`config.mk`:
```
export PLATFORM = sky130hd
export DESIGN_NAME = clk_factor_arbiter_flat
export DESIGN_NICKNAME = d
export VERILOG_FILES = /design/src/rtl/clk_factor_arbiter_if.sv /design/src/rtl/clk_factor_arbiter.sv /design/src/flat_wrapper.sv
export SDC_FILE = /design/constraint.sdc
export NUM_CORES = 1
export LEC_CHECK = 0
export CORE_MARGIN = 2
export CORE_UTILIZATION = 40
export CTS_CLUSTER_SIZE = 40
export DETAILED_ROUTE_END_ITERATION = 6
export HOLD_SLACK_MARGIN = 0.06
export PLACE_DENSITY_LB_ADDON = 0.1
export REMOVE_ABC_BUFFERS = 1
export SLEW_MARGIN = 10
export SYNTH_ARGS = -nofsm -noshare
export SYNTH_HDL_FRONTEND = slang
export SYNTH_SLANG_ARGS = --single-unit
```
`constraint.sdc`:
```
create_clock -name clk_gen_fsys -period 2.5 [get_ports clk_gen_fsys]
set_input_delay 0.5 -clock clk_gen_fsys [delete_from_list [all_inputs] [get_ports clk_gen_fsys]]
set_output_delay 0.5 -clock clk_gen_fsys [all_outputs]
set_load 0.1 [all_outputs]
```
`src/rtl/clk_factor_arbiter_if.sv`:
```
// rtl/clk_factor_arbiter_if.sv - request and status bundle for the clock-factor arbiter
interface clk_factor_arbiter_if #(
  parameter int NREQ = 4
) ();
  localparam int OW = $clog2(NREQ);

  logic [NREQ-1:0]   req_valid;
  logic [5*NREQ-1:0] req_factor;
  logic [NREQ-1:0]   req_grant;
  logic [NREQ-1:0]   req_nack;
  logic              busy;
  logic [4:0]        cur_factor;
  logic [OW-1:0]     cur_owner;
  logic              clk_div_out;
  logic              clk_tick;

  modport master (
    output req_valid, req_factor,
    input  req_grant, req_nack, busy, cur_factor, cur_owner, clk_div_out, clk_tick
  );

  modport slave (
    input  req_valid, req_factor,
    output req_grant, req_nack, busy, cur_factor, cur_owner, clk_div_out, clk_tick
  );
endinterface

```
`src/rtl/clk_factor_arbiter.sv`:
```
// rtl/clk_factor_arbiter.sv - shared clock divider with round-robin, glitch-free factor switching
module clk_factor_arbiter #(
  parameter int         NREQ           = 4,
  parameter int         SIZE           = 32,
  parameter logic [4:0] DEFAULT_FACTOR = 5'd1
) (
  input  logic                 clk_gen_fsys,
  input  logic                 clk_gen_rst,
  clk_factor_arbiter_if.slave  bus
);
  localparam int OW   = $clog2(NREQ);
  localparam int MAXF = (SIZE < 31) ? SIZE : 31;

  typedef enum logic [1:0] {IDLE, ARB, WAIT_SAFE, DONE} state_t;

  state_t          state_q, state_d;
  logic [SIZE-1:0] cnt_q, cnt_d;
  logic [4:0]      cur_factor_q, cur_factor_d;
  logic [4:0]      new_factor_q, new_factor_d;
  logic [OW-1:0]   rr_ptr_q, rr_ptr_d;
  logic [OW-1:0]   win_q, win_d;
  logic [OW-1:0]   owner_q, owner_d;
  logic [NREQ-1:0] grant_q, grant_d;
  logic [NREQ-1:0] nack_q, nack_d;

  logic [SIZE-1:0] low_mask, sel_bit;
  logic [OW-1:0]   win_next, ptr_after;
  logic [4:0]      sel_factor;
  logic            found, tick, div_out, factor_ok, pulse_now;

  // Masks derived from the factor avoid any out-of-range variable bit select.
  always_comb begin
    low_mask = '0;
    sel_bit  = '0;
    for (int i = 0; i < SIZE; i++) begin
      low_mask[i] = (i < int'(cur_factor_q));
      sel_bit[i]  = (i == int'(cur_factor_q) - 1);
    end
  end

  assign tick    = &(cnt_q | ~low_mask);
  assign div_out = |(cnt_q & sel_bit);

  always_comb begin
    win_next = rr_ptr_q;
    found    = 1'b0;
    for (int k = 0; k < NREQ; k++) begin
      if (!found && bus.req_valid[(int'(rr_ptr_q) + k) % NREQ]) begin
        win_next = OW'((int'(rr_ptr_q) + k) % NREQ);
        found    = 1'b1;
      end
    end
  end

  assign sel_factor = bus.req_factor[5*win_next +: 5];
  assign ptr_after  = (int'(win_q) == NREQ - 1) ? '0 : win_q + 1'b1;
  assign factor_ok  = (new_factor_q != 5'd0) && (int'(new_factor_q) <= MAXF);
  assign pulse_now  = (|grant_q) || (|nack_q);

  always_comb begin
    state_d      = state_q;
    cnt_d        = cnt_q + 1'b1;
    cur_factor_d = cur_factor_q;
    new_factor_d = new_factor_q;
    rr_ptr_d     = rr_ptr_q;
    win_d        = win_q;
    owner_d      = owner_q;
    grant_d      = '0;
    nack_d       = '0;
    unique case (state_q)
      IDLE: begin
        // A client still holds req_valid during its own grant/nack cycle.
        if (found && !pulse_now) begin
          win_d        = win_next;
          new_factor_d = sel_factor;
          state_d      = ARB;
        end
      end
      ARB: begin
        if (!factor_ok) begin
          nack_d[win_q] = 1'b1;
          rr_ptr_d      = ptr_after;
          state_d       = IDLE;
        end else if (new_factor_q == cur_factor_q) begin
          grant_d[win_q] = 1'b1;
          owner_d        = win_q;
          rr_ptr_d       = ptr_after;
          state_d        = IDLE;
        end else begin
          state_d = WAIT_SAFE;
        end
      end
      WAIT_SAFE: begin
        if (tick) begin
          cnt_d          = '0;
          cur_factor_d   = new_factor_q;
          grant_d[win_q] = 1'b1;
          owner_d        = win_q;
          rr_ptr_d       = ptr_after;
          state_d        = DONE;
        end
      end
      DONE: state_d = IDLE;
      default: state_d = IDLE;
    endcase
  end

  always_ff @(posedge clk_gen_fsys or posedge clk_gen_rst) begin
    if (clk_gen_rst) begin
      state_q      <= IDLE;
      cnt_q        <= '0;
      cur_factor_q <= DEFAULT_FACTOR;
      new_factor_q <= DEFAULT_FACTOR;
      rr_ptr_q     <= '0;
      win_q        <= '0;
      owner_q      <= '0;
      grant_q      <= '0;
      nack_q       <= '0;
    end else begin
      state_q      <= state_d;
      cnt_q        <= cnt_d;
      cur_factor_q <= cur_factor_d;
      new_factor_q <= new_factor_d;
      rr_ptr_q     <= rr_ptr_d;
      win_q        <= win_d;
      owner_q      <= owner_d;
      grant_q      <= grant_d;
      nack_q       <= nack_d;
    end
  end

  assign bus.req_grant   = grant_q;
  assign bus.req_nack    = nack_q;
  assign bus.busy        = (state_q != IDLE);
  assign bus.cur_factor  = cur_factor_q;
  assign bus.cur_owner   = owner_q;
  assign bus.clk_div_out = div_out;
  assign bus.clk_tick    = tick;
endmodule

```
`src/flat_wrapper.sv`:
```
// flat-port wrapper written by rule: the top's interface ports become plain ports
module clk_factor_arbiter_flat 
#(
  parameter int         NREQ           = 4,
  parameter int         SIZE           = 32,
  parameter logic [4:0] DEFAULT_FACTOR = 5'd1
)
  (clk_gen_fsys, clk_gen_rst, bus_req_valid, bus_req_factor, bus_req_grant, bus_req_nack, bus_busy, bus_cur_factor, bus_cur_owner, bus_clk_div_out, bus_clk_tick);
  clk_factor_arbiter_if #(.NREQ(NREQ)) bus_i ();
  input  logic clk_gen_fsys;
  input  logic clk_gen_rst;
  input wire logic [$bits(bus_i.req_valid)-1:0] bus_req_valid;
  input wire logic [$bits(bus_i.req_factor)-1:0] bus_req_factor;
  output wire logic [$bits(bus_i.req_grant)-1:0] bus_req_grant;
  output wire logic [$bits(bus_i.req_nack)-1:0] bus_req_nack;
  output wire logic [$bits(bus_i.busy)-1:0] bus_busy;
  output wire logic [$bits(bus_i.cur_factor)-1:0] bus_cur_factor;
  output wire logic [$bits(bus_i.cur_owner)-1:0] bus_cur_owner;
  output wire logic [$bits(bus_i.clk_div_out)-1:0] bus_clk_div_out;
  output wire logic [$bits(bus_i.clk_tick)-1:0] bus_clk_tick;
  assign bus_i.req_valid = bus_req_valid;
  assign bus_i.req_factor = bus_req_factor;
  assign bus_req_grant = bus_i.req_grant;
  assign bus_req_nack = bus_i.req_nack;
  assign bus_busy = bus_i.busy;
  assign bus_cur_factor = bus_i.cur_factor;
  assign bus_cur_owner = bus_i.cur_owner;
  assign bus_clk_div_out = bus_i.clk_div_out;
  assign bus_clk_tick = bus_i.clk_tick;
  clk_factor_arbiter #(.NREQ(NREQ), .SIZE(SIZE), .DEFAULT_FACTOR(DEFAULT_FACTOR)) u_core (.clk_gen_fsys(clk_gen_fsys), .clk_gen_rst(clk_gen_rst), .bus(bus_i));
endmodule
```
==> summary.txt, run 1 <==
R2r setup slk - 80 ps
Top FF cell, synth - dfrtp_1
Worst vdd ir - 363 uV
RSZ-0062 raised after global routing - yes
CTS root buf - clkbuf_8
Final Net Count - 535
Power density cells - 881 nW/um2
P_leak - 0.00218 uW
Clock-pin transition on the worst setup and hold timing paths - 80 ps
Worst Skew - 12.8 ps
Dominant cells by area after synthesis - dfrtp_1, nor2_1, xnor2_1
FILL cells - 867
Die Height - 100 um
Clock Tree Buf Depth - 2
Initial Util - 40.8%
Layout cells sized above 1 - 22.1%
Final setup violation count - 2
Horiz. Die Dim - 100 um
Final Cycle Share - 113%
GR Util All Layers - 21.3%
Vias - 3364
Final ANT Viol Nets - 0
Status - finished, violations left
Worst-Margin Slew - 545 ps
Global-route wire length before repair - 16500 um
Residual DRC count - 0
Cell taking the most area after synthesis - dfrtp_1
Yosys reg bits - 58
Largest net degree at the start of global routing - 26
Sequential fraction of the synthesis area - 39.1%
Failing checks - setup timing
FP Rows - 35
P&R area growth vs syn - 31.8%
Yosys top cell area share - 37.7%
Initial detailed-routing violation count - 115
Skew-Pair Late Insertion Delay - 350 ps
Worst Path Required - 2000 ps
Final Non-Filler Cells - 617
Initial antenna violation count - 0
Most frequent cells in the layout - nor2_1, dfrtp_1, buf_4
Cell area after synthesis - 3720 um2
CTS Buf Count - 9
Cts hold-fix bufs - 0
I/O pins - 44
Maxcap violations - 0
Total core area - 9110 um2
WP data arrival - 2340 ps
Final worst path period need - 2840 ps
Final-report hold violation count - 0
CP Class - register to output port
Synth Area per Inst - 8.81 um2
Buffers on Ports - 43
Endpoint class of the critical path - output port
Number of cells after detailed placement - 599
Cells after Synth - 422
Number of synthesized flops with an enable pin - 0
Hold WC Path Type - input pin to async pin
Gpl congestion - 0.937
CTS tree - built
H-tree depth - 3
Fraction of registers with async set/reset - 100%
Die footprint - 10100 um2
Drt total wl - 10500 um
GR Overflow Total - 0
F_max - 353 MHz
Netlist cell types - 53
Post-DP HPWL - 8000 um
Critical path peak fanout - 6
Setup tns final - -582 ps
Setup slack after layout - -336 ps
Fin. max-slew vios - 0
Normalized max-slew margin - 63.6%
Sink Count - 58
Vias in the first global route - 3300
Number of antenna diodes - 0
CP Launch Type - register
Drt first pass iters - 4
WL/cell - 17.0 um
Via-to-Cell Ratio - 5.45
Warnings, synthesis - 0
==> per-layer routing <==
metal	track usage [%]	vias up	routed length, um
li1	-	1650	-
met1	27.5	1643	4760
met2	36.7	58	5260
met3	2.79	13	301
met4	7.59	0	170
met5	0	-	0
==> metrics by stage <==
stage / hold slack, ps / power, uW / setup WS [ps] / area, um2 / util [%]
floorplan: 481 / 2630 / -1250 / 3600 / -
global placement: 515 / 3300 / -18.3 / 4630 / 50.8
detailed placement: 512 / 3330 / -32.7 / 4630 / 50.8
CTS: 524 / 4330 / -308 / 4880 / 53.6
global route: 555 / 4570 / -500 / 4900 / 53.8
finish: 518 / 4320 / -336 / 4900 / 53.8
==> registers in the layout (all words and copies together), names as in the netlist, named ones only <==
| name | flops |
|---|---|
| u_core.cnt_q | 32 |
| u_core.state_q | 1 |
| u_core.bus.req_grant | 4 |
| u_core.bus.cur_factor | 5 |
| u_core.new_factor_q | 5 |
| u_core.win_q | 2 |
| u_core.bus.cur_owner | 2 |
| u_core.rr_ptr_q | 2 |
| u_core.bus.req_nack | 4 |
==> critical path, cell delays in order (launching register included) <==
cell	delay [ps]
dfrtp_2	460
buf_12	150
and3_1	160
a21oi_1	160
o221ai_1	160
a222oi_1	390
a31oi_1	130
o21a_1	220
buf_12	170
==> logic make-up (layout without fill, tap and decap cells) <==
kind of cell             Yosys count  count (layout)  synth area share, %
AND/OR/NAND/NOR                  166             166                 22.1
AO/OA/AOI/OAI                     90              90                 15.6
flip-flops                        58              58                 39.1
buffers and inverters             43             127                 5.15
XOR/XNOR                          31              31                 7.30
multiplexers                      26              26                 8.01
adder cells (fa/ha/maj)            8               8                 2.69
==> cells in the mapped netlist, drive strengths merged, types with 6 or more instances <==
master and instances:
and2 7, xor2 14, nor2 55, mux2i 11, nor3 9, dfrtp 56, and3 15, mux2 14
ha 8, nand3 20, inv 21, a21oi 29, nand2 34, a31oi 6, buf 17, o21ai 22
xnor2 17
==> final cells by class <==
class | instances | area (um2) | area share [%]
inverters | 21 | 78.8 | 1.61
multi-input cells | 321 | 2100 | 42.9
clock buffers | 11 | 141 | 2.89
well taps | 111 | 139 | 2.83
clock inverters | 5 | 78.8 | 1.61
flip-flops and latches | 58 | 1460 | 29.7
repair buffers | 90 | 905 | 18.5
==> timing repair <==
action | 4_1_cts | 5_1_grt
setup endpoints to repair | 5 | 10
resized for setup | 5 | 4
hold endpoints to repair | 0 | 0
pin swaps | 8 | 2
setup buffers | 2 | 0
==> where the power goes <==
group	internal, uW	switching (uW)	leakage [uW]
sequential	1130	251	0.000753
clock	587	392	0.000113
combinational	843	1120	0.00131
==> final timing paths <==
kind                       cells past startpoint                                    to                                 start
max                                            8                       bus_clk_div_out  u_core.bus.cur_factor[1]$_DFFE_PP0P_
min                                            2     u_core.bus.req_grant[1]$_DFF_PP0_                           clk_gen_rst
max reg2reg                                   10        u_core.rr_ptr_q[1]$_DFFE_PP0P_  u_core.bus.cur_factor[1]$_DFFE_PP0P_
min reg2reg                                    2  u_core.bus.cur_factor[0]$_DFFE_PP1P_    u_core.new_factor_q[0]$_DFFE_PP1P_
max in group asynchronous                      3             u_core.cnt_q[0]$_DFF_PP0_                           clk_gen_rst
min in group clk_gen_fsys                      2  u_core.bus.cur_factor[0]$_DFFE_PP1P_    u_core.new_factor_q[0]$_DFFE_PP1P_
Power figures use the tool's default switching activity.
==> run 2: changes to the inputs <==
--- a/config.mk
+++ b/config.mk
@@ -7,12 +7,13 @@
 export LEC_CHECK = 0
 export CORE_MARGIN = 2
 export CORE_UTILIZATION = 40
+export CTS_BUF_LIST = sky130_fd_sc_hd__clkbuf_2
 export CTS_CLUSTER_SIZE = 40
 export DETAILED_ROUTE_END_ITERATION = 6
 export HOLD_SLACK_MARGIN = 0.06
 export PLACE_DENSITY_LB_ADDON = 0.1
 export REMOVE_ABC_BUFFERS = 1
-export SLEW_MARGIN = 10
+export SLEW_MARGIN = 20
 export SYNTH_ARGS = -nofsm -noshare
 export SYNTH_HDL_FRONTEND = slang
 export SYNTH_SLANG_ARGS = --single-unit
==> summary.txt, run 2 (same netlist as run 1, synthesis figures left out) <==
CTS Buf Count - 9
Largest delay contributor family on the critical path - compound AO/OA/AOI/OAI gates
Die Height - 100 um
CP Launch Type - register
CP Class - register to output port
Fin. max-slew vios - 0
Global-route wire length before repair - 16600 um
Most frequent cells in the layout - nor2_1, dfrtp_1, buf_4
Total core area - 9110 um2
Number of antenna diodes - 0
RSZ-0062 raised after global routing - yes
Final ANT Viol Nets - 0
Power density cells - 838 nW/um2
Largest Register - u_core.cnt_q
CTS root buf - clkbuf_2
Slowest cell delay on critical path - 490 ps
Worst Path Required - 2000 ps
F_max - 330 MHz
Clock Tree Buf Depth - 2
R2R depth - 10
Buffers on Ports - 43
Final core utilization - 52.8%
GR Util All Layers - 21.3%
Final Net Count - 535
Initial detailed-routing violation count - 92
Normalized max-slew margin - 63.6%
Crit path buffers/inverters - 2
Setup slack after layout - -527 ps
Initial Util - 40.8%
Gpl congestion - 0.937
Failing checks - setup timing
Clock-pin transition on the worst setup and hold timing paths - 200 ps
Vias in the first global route - 3283
Largest net degree at the start of global routing - 26
Status - finished, violations left
Cts hold-fix bufs - 0
P_leak - 0.00215 uW
Endpoint class of the critical path - output port
Final Cycle Share - 121%
Final-report hold violation count - 0
Max FFs per register - 32
GR Overflow Total - 0
Post-DP HPWL - 8000 um
Die footprint - 10100 um2
Maxcap violations - 0
Setup tns final - -959 ps
Critical path peak fanout - 7
Final instance area - 4810 um2
Placed Instance Area - 4630 um2
Via-to-Cell Ratio - 5.42
Drt first pass iters - 4
H-tree depth - 3
Drt total wl - 10400 um
CP max stage cell - dfrtp_2
P&R area growth vs syn - 29.5%
Final setup violation count - 2
CTS tree - built
R2R Path Start - u_core.bus.cur_factor[1]$_DFFE_PP0P_
Skew-Pair Late Insertion Delay - 510 ps
Hold WC Path Type - input pin to async pin
R2r setup slk - 50 ps
Final worst path period need - 3030 ps
Tot Pwr - 4030 uW
R2R Path End - u_core.rr_ptr_q[1]$_DFFE_PP0P_
Worst vdd ir - 357 uV
WP data arrival - 2530 ps
WL/cell - 16.9 um
Worst-Margin Slew - 545 ps
Layout cells sized above 1 - 22.1%
Crit path cell chain - buf_12, and3_1, a21oi_1, o221ai_1, a222oi_1, a31oi_1, o21a_1, buf_12
Initial antenna violation count - 0
Sink Count - 58
I/O pins - 44
Residual DRC count - 0
FP Rows - 35
Cell mode on critical path - buf_12
Horiz. Die Dim - 100 um
Worst Skew - 40.7 ps
Vias - 3342
==> run 2: cell count changes in the layout (fill, tap and decap cells not counted), sizes merged <==
cell,change
clkbuf,-1
clkinv,+1
==> run 2: metal layers <==
layer  up-vias  share of wire [%]  global-route usage (%)
met5         -                  0                       0
met1      1629                 46                    27.8
met4         0                1.3                    7.27
li1       1654                  -                       -
met2        50                 50                    36.4
met3         9                3.0                    2.79
==> run 2: what timing repair did <==
item / CTS / global route
gates resized for setup: 5 / 4
endpoints found under the setup margin: 7 / 11
pin swaps: 8 / 3
setup buffers: 2 / 0
==> run 2: final cells by class <==
type | instances | area [um2]
repair buffers | 90 | 905
multi-input cells | 321 | 2100
flip-flops and latches | 58 | 1460
inverters | 21 | 78.8
fillers | 877 | 4300
clock inverters | 6 | 82.6
well taps | 111 | 139
clock buffers | 10 | 50.0
==> run 2: worst max path at each step <==
stage	startpoint	end	slack [ps]	cells after the start
finish	u_core.bus.cur_factor[1]$_DFFE_PP0P_	bus_clk_div_out	-530	8
floorplan	u_core.bus.cur_factor[1]$_DFFE_PP0P_	bus_clk_div_out	-1250	7
detailed placement	u_core.bus.cur_factor[1]$_DFFE_PP0P_	bus_clk_div_out	-30	9
CTS	u_core.bus.cur_factor[1]$_DFFE_PP0P_	bus_clk_div_out	-500	9
global route	u_core.bus.cur_factor[1]$_DFFE_PP0P_	bus_clk_div_out	-710	8
global placement	u_core.bus.cur_factor[1]$_DFFE_PP0P_	bus_clk_div_out	-20	9
==> run 2: stage by stage <==
stage               setup slack (ps)  hold WS (ps)  std cells
CTS                             -497           328        617
finish                          -527           324        617
global route                    -715           362        617
detailed placement             -32.7           512        599
global placement               -18.3           515        599
floorplan                      -1250           481        400
==> run 2: where the power goes <==
part / switching (uW) / internal [uW] / total, uW
Clock: 373 / 331 / 704
Combinational: 1110 / 843 / 1950
Sequential: 249 / 1130 / 1380
